<file path="src/rtl/fpga_ccff_loader.sv">
// rtl/fpga_ccff_loader.sv - serialises a word stream into parallel ccff chains, with optional tail verify
module fpga_ccff_loader #(
    parameter int NUM_CHAINS = 1,
    parameter int CHAIN_LEN  = 64,
    parameter int DATA_W     = 8
) (
    input  logic                         prog_clk,
    input  logic                         pReset,
    input  logic                         start,
    input  logic                         verify,
    input  logic [DATA_W-1:0]            in_data,
    input  logic                         in_valid,
    output logic                         in_ready,
    output logic [NUM_CHAINS-1:0]        ccff_head,
    input  logic [NUM_CHAINS-1:0]        ccff_tail,
    output logic                         cfg_shift_en,
    output logic                         busy,
    output logic                         done,
    output logic                         err,
    output logic [$clog2(CHAIN_LEN)-1:0] err_idx
);

    localparam int SPW   = DATA_W / NUM_CHAINS;
    localparam int IDX_W = $clog2(CHAIN_LEN);
    localparam int SUB_W = (SPW > 1) ? $clog2(SPW) : 1;

    localparam logic [IDX_W-1:0] LAST_BIT = IDX_W'(CHAIN_LEN - 1);
    localparam logic [SUB_W-1:0] LAST_SUB = SUB_W'(SPW - 1);

    typedef enum logic [1:0] {
        IDLE  = 2'd0,
        FETCH = 2'd1,
        SHIFT = 2'd2,
        DONE  = 2'd3
    } state_t;

    state_t state_q, state_d;

    logic [DATA_W-1:0]     data_buf;
    logic [SUB_W-1:0]      sub_q;
    logic [IDX_W-1:0]      bit_cnt;
    logic                  mode_q;
    logic [NUM_CHAINS-1:0] slice;
    logic                  mismatch;

    always_ff @(posedge prog_clk) begin
        if (pReset) begin
            state_q <= IDLE;
        end else begin
            state_q <= state_d;
        end
    end

    always_comb begin
        state_d      = state_q;
        in_ready     = 1'b0;
        cfg_shift_en = 1'b0;
        done         = 1'b0;
        case (state_q)
            IDLE: begin
                if (start) begin
                    state_d = FETCH;
                end
            end
            FETCH: begin
                in_ready = 1'b1;
                if (in_valid) begin
                    state_d = SHIFT;
                end
            end
            SHIFT: begin
                cfg_shift_en = 1'b1;
                // The final word goes straight to DONE so no trailing word is requested.
                if (bit_cnt == LAST_BIT) begin
                    state_d = DONE;
                end else if (sub_q == LAST_SUB) begin
                    state_d = FETCH;
                end
            end
            DONE: begin
                done    = 1'b1;
                state_d = IDLE;
            end
            default: state_d = IDLE;
        endcase
    end

    assign busy      = (state_q != IDLE);
    assign slice     = data_buf[int'(sub_q) * NUM_CHAINS +: NUM_CHAINS];
    assign ccff_head = cfg_shift_en ? slice : '0;
    assign mismatch  = mode_q && cfg_shift_en && (|(ccff_tail ^ ccff_head));

    always_ff @(posedge prog_clk) begin
        if (pReset) begin
            data_buf <= '0;
            sub_q    <= '0;
            bit_cnt  <= '0;
            mode_q   <= 1'b0;
            err      <= 1'b0;
            err_idx  <= '0;
        end else begin
            case (state_q)
                IDLE: begin
                    if (start) begin
                        mode_q  <= verify;
                        bit_cnt <= '0;
                        sub_q   <= '0;
                        err     <= 1'b0;
                        err_idx <= '0;
                    end
                end
                FETCH: begin
                    if (in_valid) begin
                        data_buf <= in_data;
                        sub_q    <= '0;
                    end
                end
                SHIFT: begin
                    bit_cnt <= bit_cnt + 1'b1;
                    sub_q   <= (sub_q == LAST_SUB) ? '0 : sub_q + 1'b1;
                    // Only the first mismatch of a pass is recorded.
                    if (mismatch && !err) begin
                        err     <= 1'b1;
                        err_idx <= bit_cnt;
                    end
                end
                default: begin
                end
            endcase
        end
    end

endmodule

</file>
<file path="config.mk">
export PLATFORM = sky130hd
export DESIGN_NAME = fpga_ccff_loader
export DESIGN_NICKNAME = d
export VERILOG_FILES = /design/src/rtl/fpga_ccff_loader.sv
export SDC_FILE = /design/constraint.sdc
export NUM_CORES = 1
export LEC_CHECK = 0
export ABC_AREA = 1
export BUFFER_PORTS_ARGS = -buffer_cell sky130_fd_sc_hd__buf_2
export CAP_MARGIN = 20
export CORE_MARGIN = 10
export CORE_UTILIZATION = 49
export CTS_CLUSTER_DIAMETER = 120
export DETAILED_ROUTE_END_ITERATION = 8
export GPL_TIMING_DRIVEN = 0
export PLACE_DENSITY = 0.68
export RECOVER_POWER = 50
export SKIP_CTS_REPAIR_TIMING = 1
export SLEW_MARGIN = 0
export SYNTH_ARGS = -nofsm -noshare
export SYNTH_HDL_FRONTEND = slang
export SYNTH_SLANG_ARGS = --single-unit
</file>
<file path="constraint.sdc">
create_clock -name prog_clk -period 3.8 [get_ports prog_clk]
set_clock_uncertainty 0.1 [all_clocks]
set_input_delay 0.38 -clock prog_clk [delete_from_list [all_inputs] [get_ports prog_clk]]
set_output_delay 0.38 -clock prog_clk [all_outputs]
set_load 0.01 [all_outputs]
</file>
==> results.json <==
{
  "detailed_route_via_count": 1233,
  "worst-path-max-fanout": 7,
  "avg_synthesized_cell_area_um2": 7.71,
  "antenna_found_initial": 0,
  "h-tree-depth": 1,
  "worst_ep_required_time_ns": 3.32,
  "final_cell_mix": "nand2_1 (27), dfxtp_1 (27), inv_1 (22)",
  "route.antenna.remaining_nets": 0,
  "run_status": "completed",
  "synth.top_cell.area_share": 0.415,
  "routedWlPerCell_um": 13.5,
  "worst_reg2reg_path_endpoint": "err_idx[3]$_SDFFE_PP0P_",
  "r2r.worst_path.cells": 9,
  "timing.hold.worst.start": "verify",
  "clock-root-buffer": "clkbuf_4",
  "total_leakage_power_nw": 0.579,
  "timing.final.crit_period_ns": 1.95,
  "fmax_mhz": 512,
  "grtUsageMet2": 0.213,
  "sequentialPowerShare": 0.539,
  "cts.sinks": 27,
  "clk_pin_slew_ns": 0.14,
  "sw_share": 0.333,
  "power-per-cell-area_nw_per_um2": 402,
  "criticalPathCategory": "reg2out",
  "cellInternalPower_mw": 0.394,
  "synth_warnings": 0,
  "vias_per_cell": 5.43,
  "drc_errors": 0,
  "core_area_um2": 2500,
  "cts_buffers": 3,
  "cp_slowest_cell": "dfxtp_1",
  "net-switching-power_mw": 0.197,
  "die-width_um": 71.6,
  "relSlewSlack": 0.667,
  "final_layout_size_suffix_gt1_frac": 0.162,
  "finalNetCount": 215,
  "synth_fp_nets": 186,
  "placementRows": 18,
  "first_global_vias": 1243,
  "rsz0062_at_grt": "no",
  "capturing_element_type_of_the_critical_path": "primary output",
  "cp_arrival_ns": 1.47,
  "diodes": 0,
  "grt_max_degree": 16,
  "fp.dieArea_um2": 5120,
  "library_cells_used_by_synthesis": 30,
  "wl_um": 3060,
  "fin_cells": 227,
  "design_power_total_mw": 0.590,
  "crit_chain": "inv_2, nand2_1, nand3_1, nand3b_2, nand3_1, inv_1, buf_2",
  "worstHoldEndpoint": "mode_q$_SDFFE_PP0P_",
  "timing.critical_path.buf_inv": 3,
  "finalHoldViolCount": 0,
  "holdCritPathClass": "in2reg",
  "yosysSeqAreaShare": 0.415,
  "use_met1": 0.147,
  "netlist.top_cell.by_area": "dfxtp_1",
  "globalRouteTotalUtil": 0.123,
  "syn_inst": 169,
  "gp_routability_congestion": 0.797,
  "layout_worst_path_cycle_share": 0.514,
  "worstMarginPinSlew_ns": 0.499,
  "grt_util_met3": 0.0344,
  "ys_seq_elements": 27,
  "setup_viol_count_final": 0,
  "hpwlAfterDp_um": 2440,
  "worstSkewPairLatency_ns": 0.32,
  "finalMaxSlewViolations": 0,
  "ys_top_cells_by_area": "dfxtp_1 (41%), nand2_1 (7.5%), inv_1 (6.3%), a21oi_1 (5.8%), nand3_1 (5.8%)",
  "worst_path_largest_cell_delay_ns": 0.48,
  "cts_tree": "done",
  "first_pass_grt_wire_length_um": 5400,
  "worst-r2r-setup-slack_ns": 2.15,
  "io-pin-count": 26,
  "crit_path_frequent_cell": "nand3_1",
  "logic_pwr_share": 0.256,
  "worst_hold_path.num_cells": 3,
  "die_height_um": 71.6,
  "launching_element_type_of_the_critical_path": "register",
  "maximum_vdd_ir_drop_uv": 254,
  "timing.critical_path.max_delay_family": "flip-flops",
  "cap_viol_max_count": 0,
  "place.detailed.instances": 223,
  "detailedRoute.firstIterationViolations": 80,
  "final_layout_setup_total_negative_slack_ns": 0,
  "syn-cell-area_um2": 1300,
  "clock_tree.buffer_depth": 2,
  "initial_utilization": 0.521,
  "clock_power_share": 0.206,
  "area_growth_pct": 12.7,
  "port_buffers": 24,
  "grt_busiest_layer": "met2",
  "dr.pass1.iters": 4,
  "worst_r2r_startpoint": "sub_q[0]$_SDFFE_PP0P_",
  "globalRoute.totalOverflow": 0
}
metrics by stage:
stage / hold WS [ns] / util / setup slack [ns] / cell area (um^2)
final: 0.192 / 0.587 / 1.85 / 1470
after global routing: 0.196 / 0.587 / 1.63 / 1470
after CTS: 0.189 / 0.595 / 1.81 / 1490
after detailed placement: 0.355 / 0.584 / 2.14 / 1460
after global placement: 0.352 / 0.584 / 2.18 / 1460
after floorplan: 0.339 / - / 2.37 / 1300
Yosys cell counts, drive strengths merged:
cell type,instances
nand2,28
o21ai,2
nand4,8
a211oi,8
clkinv,1
nand2b,1
a311oi,1
nand3,17
dfxtp,27
nor3b,1
a22oi,1
nand3b,1
a221oi,2
buf,3
o21bai,1
o31ai,1
ha,3
inv,25
nor2,20
clkbuf,2
a21oi,16
state kept, by name, summed over array words and instances, names as in the netlist:
signal and cells:
mode_q 1, bit_cnt 6, sub_q 3, err 1, state_q 2, data_buf 8
err_idx 6
power by group through the flow:
stage	Clock [mW]	Combinational (mW)	Sequential, mW
after global routing	0.138	0.175	0.321
final	0.121	0.151	0.318
after global placement	0	0.150	0.324
after CTS	0.126	0.157	0.319
after floorplan	0	0.113	0.322
after detailed placement	0	0.156	0.325
kinds of logic (layout without fill, tap and decap cells):
family | count (synthesis) | count (layout) | share of synthesized area
buf+inv | 31 | 59 | 0.0961
flops | 27 | 27 | 0.415
fa+ha+maj | 3 | 3 | 0.0288
simple gates | 76 | 76 | 0.305
compound gates | 32 | 32 | 0.156
final cells by class:
| class | instances | area (um^2) |
|---|---|---|
| inverters | 26 | 97.6 |
| plain buffers | 5 | 20.0 |
| fillers | 250 | 1030 |
| clock inverters | 1 | 5.00 |
| repair buffers | 24 | 110 |
| flip-flops and latches | 27 | 541 |
| clock buffers | 3 | 22.5 |
| well taps | 30 | 37.5 |
| multi-input cells | 111 | 634 |
how the worst max path moves through the flow:
stage                                from  cells past startpoint  slack, ns                 endpoint
floorplan           sub_q[0]$_SDFFE_PP0P_                      9       2.37  err_idx[2]$_SDFFE_PP0P_
global placement    sub_q[0]$_SDFFE_PP0P_                      9       2.18  err_idx[2]$_SDFFE_PP0P_
detailed placement  sub_q[0]$_SDFFE_PP0P_                      9       2.14  err_idx[3]$_SDFFE_PP0P_
CTS                 sub_q[0]$_SDFFE_PP0P_                      7       1.81                ccff_head
global route        sub_q[0]$_SDFFE_PP0P_                      7       1.63                ccff_head
finish              sub_q[0]$_SDFFE_PP0P_                      7       1.85                ccff_head
per-layer routing:
| metal | wire length, um | part of all wire |
|---|---|---|
| met1 | 1390 | 0.45 |
| met5 | 0 | 0 |
| met2 | 1420 | 0.46 |
| met3 | 232 | 0.076 |
| met4 | 24 | 0.0078 |
tightest hold or removal path: stages:
cell     delay [ns]
buf_2          0.09
nand2_1        0.05
a21oi_1        0.05
No activity file was read; power rests on OpenSTA's default activity.
